### src/rtl/serial_adder_if.sv
// Operand/result bundle for serial_adder: start handshake, operands, mode,
// status flags and the registered result.
interface serial_adder_if #(
  parameter int unsigned WIDTH = 8
);
  logic             start;
  logic [WIDTH-1:0] A;
  logic [WIDTH-1:0] B;
  logic             CIN;
  logic             SUB;
  logic             busy;
  logic             done;
  logic [WIDTH-1:0] SUM;
  logic             COUT;
  logic             OVF;

  modport master (
    output start, A, B, CIN, SUB,
    input  busy, done, SUM, COUT, OVF
  );

  modport slave (
    input  start, A, B, CIN, SUB,
    output busy, done, SUM, COUT, OVF
  );
endinterface

### src/rtl/serial_adder.sv
// Bit-serial adder/subtractor: one full-adder bit per clock, LSB first,
// result published after WIDTH RUN cycles with a one-cycle done pulse.
module serial_adder #(
  parameter int unsigned WIDTH = 8
) (
  input logic          clk,
  input logic          rst,
  serial_adder_if.slave bus
);
  localparam int unsigned CW = (WIDTH > 1) ? $clog2(WIDTH) : 1;

  typedef enum logic [1:0] {IDLE, RUN, DONE} state_t;

  state_t           state_q, state_d;
  logic [WIDTH-1:0] a_q, a_d, b_q, b_d;
  logic [WIDTH-1:0] res_q, res_d, sum_q, sum_d;
  logic [CW-1:0]    cnt_q, cnt_d;
  logic             carry_q, carry_d, cout_q, cout_d, ovf_q, ovf_d;
  logic             bit_s, bit_c;

  always_comb begin
    state_d = state_q;
    a_d     = a_q;
    b_d     = b_q;
    res_d   = res_q;
    sum_d   = sum_q;
    cnt_d   = cnt_q;
    carry_d = carry_q;
    cout_d  = cout_q;
    ovf_d   = ovf_q;
    bit_s   = a_q[0] ^ b_q[0] ^ carry_q;
    bit_c   = (a_q[0] & b_q[0]) | (a_q[0] & carry_q) | (b_q[0] & carry_q);

    case (state_q)
      IDLE, DONE: begin
        if (bus.start) begin
          // Subtraction is A + ~B + 1, so the mode only changes the load.
          a_d     = bus.A;
          b_d     = bus.SUB ? ~bus.B : bus.B;
          carry_d = bus.SUB | bus.CIN;
          cnt_d   = '0;
          res_d   = '0;
          state_d = RUN;
        end else begin
          state_d = IDLE;
        end
      end
      RUN: begin
        a_d     = a_q >> 1;
        b_d     = b_q >> 1;
        carry_d = bit_c;
        res_d   = (res_q >> 1) | (WIDTH'(bit_s) << (WIDTH - 1));
        cnt_d   = cnt_q + CW'(1);
        if (cnt_q == CW'(WIDTH - 1)) begin
          // carry_q here is the carry into the MSB.
          sum_d   = res_d;
          cout_d  = bit_c;
          ovf_d   = carry_q ^ bit_c;
          state_d = DONE;
        end
      end
      default: state_d = IDLE;
    endcase
  end

  always_ff @(posedge clk) begin
    if (rst) begin
      state_q <= IDLE;
      a_q     <= '0;
      b_q     <= '0;
      res_q   <= '0;
      sum_q   <= '0;
      cnt_q   <= '0;
      carry_q <= 1'b0;
      cout_q  <= 1'b0;
      ovf_q   <= 1'b0;
    end else begin
      state_q <= state_d;
      a_q     <= a_d;
      b_q     <= b_d;
      res_q   <= res_d;
      sum_q   <= sum_d;
      cnt_q   <= cnt_d;
      carry_q <= carry_d;
      cout_q  <= cout_d;
      ovf_q   <= ovf_d;
    end
  end

  assign bus.busy = (state_q == RUN);
  assign bus.done = (state_q == DONE);
  assign bus.SUM  = sum_q;
  assign bus.COUT = cout_q;
  assign bus.OVF  = ovf_q;
endmodule

### src/flat_wrapper.sv
// flat-port wrapper written by rule: the top's interface ports become plain ports
module serial_adder_flat 
#(
  parameter int unsigned WIDTH = 8
)
  (clk, rst, bus_start, bus_A, bus_B, bus_CIN, bus_SUB, bus_busy, bus_done, bus_SUM, bus_COUT, bus_OVF);
  serial_adder_if #(.WIDTH(WIDTH)) bus_i ();
  input logic clk;
  input logic rst;
  input wire logic [$bits(bus_i.start)-1:0] bus_start;
  input wire logic [$bits(bus_i.A)-1:0] bus_A;
  input wire logic [$bits(bus_i.B)-1:0] bus_B;
  input wire logic [$bits(bus_i.CIN)-1:0] bus_CIN;
  input wire logic [$bits(bus_i.SUB)-1:0] bus_SUB;
  output wire logic [$bits(bus_i.busy)-1:0] bus_busy;
  output wire logic [$bits(bus_i.done)-1:0] bus_done;
  output wire logic [$bits(bus_i.SUM)-1:0] bus_SUM;
  output wire logic [$bits(bus_i.COUT)-1:0] bus_COUT;
  output wire logic [$bits(bus_i.OVF)-1:0] bus_OVF;
  assign bus_i.start = bus_start;
  assign bus_i.A = bus_A;
  assign bus_i.B = bus_B;
  assign bus_i.CIN = bus_CIN;
  assign bus_i.SUB = bus_SUB;
  assign bus_busy = bus_i.busy;
  assign bus_done = bus_i.done;
  assign bus_SUM = bus_i.SUM;
  assign bus_COUT = bus_i.COUT;
  assign bus_OVF = bus_i.OVF;
  serial_adder #(.WIDTH(WIDTH)) u_core (.clk(clk), .rst(rst), .bus(bus_i));
endmodule
### config.mk
export PLATFORM = sky130hd
export DESIGN_NAME = serial_adder_flat
export DESIGN_NICKNAME = d
export VERILOG_FILES = /design/src/rtl/serial_adder_if.sv /design/src/rtl/serial_adder.sv /design/src/flat_wrapper.sv
export SDC_FILE = /design/constraint.sdc
export NUM_CORES = 1
export LEC_CHECK = 0
export ABC_AREA = 1
export BUFFER_PORTS_ARGS = -buffer_cell sky130_fd_sc_hd__buf_2
export CORE_AREA = 5 5 86 88
export CTS_CLUSTER_SIZE = 28
export DETAILED_ROUTE_END_ITERATION = 8
export DIE_AREA = 0 0 91 93
export SLEW_MARGIN = 5
export SYNTH_ARGS = -nofsm -noshare
export SYNTH_HDL_FRONTEND = slang
export SYNTH_SLANG_ARGS = --single-unit
### constraint.sdc
create_clock -name clk -period 1.15 [get_ports clk]
set_input_delay 0.115 -clock clk [delete_from_list [all_inputs] [get_ports clk]]
set_output_delay 0.115 -clock clk [all_outputs]
set_load 0.02 [all_outputs]
==> flow_metrics.py <==
metrics = {
    "run_status": {
        "outcome": "finished with violations",
        "violations": "negative setup slack",
    },
    "yosys": {
        "async_flop_share": 0,
        "syn_avg_cell_area_sq_um": 7.30,
        "yosysWarnings": 0,
        "ys_types": 23,
        "synth_edf_count": 0,
        "ys_seq_elements": 39,
        "synthFlopType": "dfxtp_1",
        "synth_fp_nets": 274,
        "ys_seq_area_frac": 0.428,
        "syn_area_sq_um": 1830,
        "synthCells": 250,
    },
    "global_routing": {
        "grt_overflow": 0,
        "antenna_found_initial": 0,
        "grt_max_degree": 21,
        "grt_pass1_wl_mm": 7.40,
        "grt_pass1_vias": 1658,
        "grt_usage": 0.106,
    },
    "die": {
        "fp.coreArea_sq_um": 6570,
        "die_w_um": 91,
        "rows": 30,
        "die_h_um": 93,
        "pin_count": 33,
        "start_util": 0.278,
        "fp.dieArea_sq_um": 8460,
    },
    "cells_and_area": {
        "mostFrequentLayoutCells": "77 x nand2_1, 33 x dfxtp_1, 30 x buf_2",
        "multiInputGateArea_sq_um": 972,
        "final_common_cell": "nand2_1",
        "fill_cells": 653,
        "stdcell_area_sq_um": 2460,
        "drive_gt1_frac": 0.404,
        "seq_area_sq_um": 791,
        "nets": 327,
        "diodes": 0,
        "syn_to_final_growth_pct": 34.7,
    },
    "sta": {
        "hold_slack_ps": 95.2,
        "worstMarginPinSlew_ps": 324,
        "rsz0062_at_grt": "yes",
        "drv_slew": 0,
        "clock.fmax_ghz": 0.846,
        "finClkSkew_ps": 2.64,
        "setup_slack_ps": -32.3,
        "post-route-period-util": 1.03,
        "setup_viol": 7,
        "slew_headroom": 0.784,
        "finalHoldViolCount": 0,
        "post-route-min-period_ps": 1180,
        "finalSetupTns_ps": -93.8,
    },
    "clock_tree": {
        "cts_root_buf": "clkbuf_8",
        "cts.sinks": 39,
        "clk_pin_slew_worst_paths_ps": 70,
        "clock_latency_ps": 280,
        "cts_buffers": 5,
        "cts_buffer_depth": 2,
        "cts_tree": "done",
        "htreeDepth": 2,
    },
    "place": {
        "place_ws_ps": -89.2,
        "dpl.hpwl_mm": 3.01,
        "portBuffers": 32,
        "gp_congestion": 0.737,
        "placed_area_sq_um": 2170,
    },
    "routing": {
        "vias_per_cell": 4.33,
        "ant_nets": 0,
        "drtIter0Drc": 76,
        "routedWlPerCell_um": 11.1,
        "routed_wl_mm": 4.22,
        "drtPass1Iterations": 4,
        "drc_errors": 0,
        "vias": 1655,
    },
    "critical_path": {
        "cp_max_fo": 3,
        "critPathMaxStageDelay_ps": 330,
        "crit_required_ps": 1030,
        "setup.worst_path.end_class": "primary output",
        "crit_arrival_ps": 1070,
        "criticalPathCategory": "register to primary output",
        "slowest_stage": "dfxtp_2",
        "r2r_setup_slack_ps": -20,
        "crit_path_start_kind": "register",
        "path_cells": "buf_6 -> nor2_8 -> buf_12 -> buf_8",
    },
    "flow_run": {
        "maxCapViolCount": 0,
    },
    "power": {
        "p_per_area_nw_per_um2": 1130,
        "p_total_uw": 2780,
        "leakagePower_uw": 0.00118,
        "max-vdd-ir-drop_mv": 0.561,
    },
    "min_path": {
        "hold_path.class": "primary input to register",
    },
}
[final cells by class]
cell class              instances  share of cell area
multi-input cells             171               0.395
well taps                      80              0.0407
clock buffers                   6              0.0295
flip-flops and latches         39               0.321
repair inverters                1             0.00305
repair buffers                 53               0.152
inverters                      32              0.0580
[path summary, 6_finish.rpt]
check	start	endpoint	depth (start not counted)
setup / recovery	u_core.state_q[1]	bus_busy	4
hold / removal	bus_A[7]	u_core.a_q[7]	3
setup reg to reg	u_core.cnt_q[1]	u_core.bus.COUT	8
hold reg to reg	u_core.a_q[7]	u_core.a_q[7]	2
[flip-flops by register name, summed over array words and instances (netlist names)]
| register | cells |
|---|---|
| u_core.carry_q | 1 |
| u_core.bus.SUM | 8 |
| u_core.bus.OVF | 1 |
| u_core.a_q | 8 |
| u_core.bus.COUT | 1 |
| u_core.state_q | 2 |
| u_core.cnt_q | 3 |
| u_core.res_q | 7 |
| u_core.b_q | 8 |
[synthesized netlist by cell type, types with 3 or more instances]
library cell / n / area share
nand2_1: 90 / 0.19
dfxtp_1: 39 / 0.43
nand3_1: 29 / 0.080
inv_1: 27 / 0.056
a21oi_1: 10 / 0.027
a21oi_2: 10 / 0.048
nand2_2: 10 / 0.034
nor2_1: 8 / 0.016
clkbuf_1: 3 / 0.0062
inv_2: 3 / 0.0062
nand2_4: 3 / 0.019
o21ai_0: 3 / 0.0082
[per-stage QoR]
step                      instances   util
after floorplan                 250      -
after global placement          370  0.330
after detailed placement        370  0.330
after CTS                       380  0.358
after global routing            382  0.374
final                           382  0.374
[critical path, delay by kind of cell, from the launching register on]
| family | cells | cell delay, ps |
|---|---|---|
| buffers and inverters | 3 | 340 |
| DFF | 1 | 330 |
| and+or+nand+nor | 1 | 120 |
[power breakdown]
part | internal, uW | switching [uW]
Combinational | 223 | 275
Sequential | 1410 | 39.2
Clock | 404 | 431
[per-layer routing]
metal / global-route usage / wire length (um)
met1: 0.126 / 2000
met2: 0.180 / 1960
met3: 0.0346 / 225
met4: 0.0330 / 38
met5: 0 / 0
[repair_timing]
| item | 4_1_cts | 5_1_grt |
|---|---|---|
| hold buffers | 0 | 0 |
| buffers inserted | 3 | 2 |
| gates resized for setup | 25 | 32 |
| cloned | 1 | 0 |
| pin swaps | 8 | 16 |
| setup endpoints to repair | 22 | 25 |
[logic make-up after synthesis]
kind of cell               Yosys count  synth area share
AOI/OAI and AO/OA                   23            0.0836
xor gates and xnor gates             2           0.00960
adders and majority gates            3            0.0247
buffers and inverters               40             0.103
DFF                                 39             0.428
and+or+nand+nor                    143             0.352
Note: power is estimated with default switching activity, not from simulation.
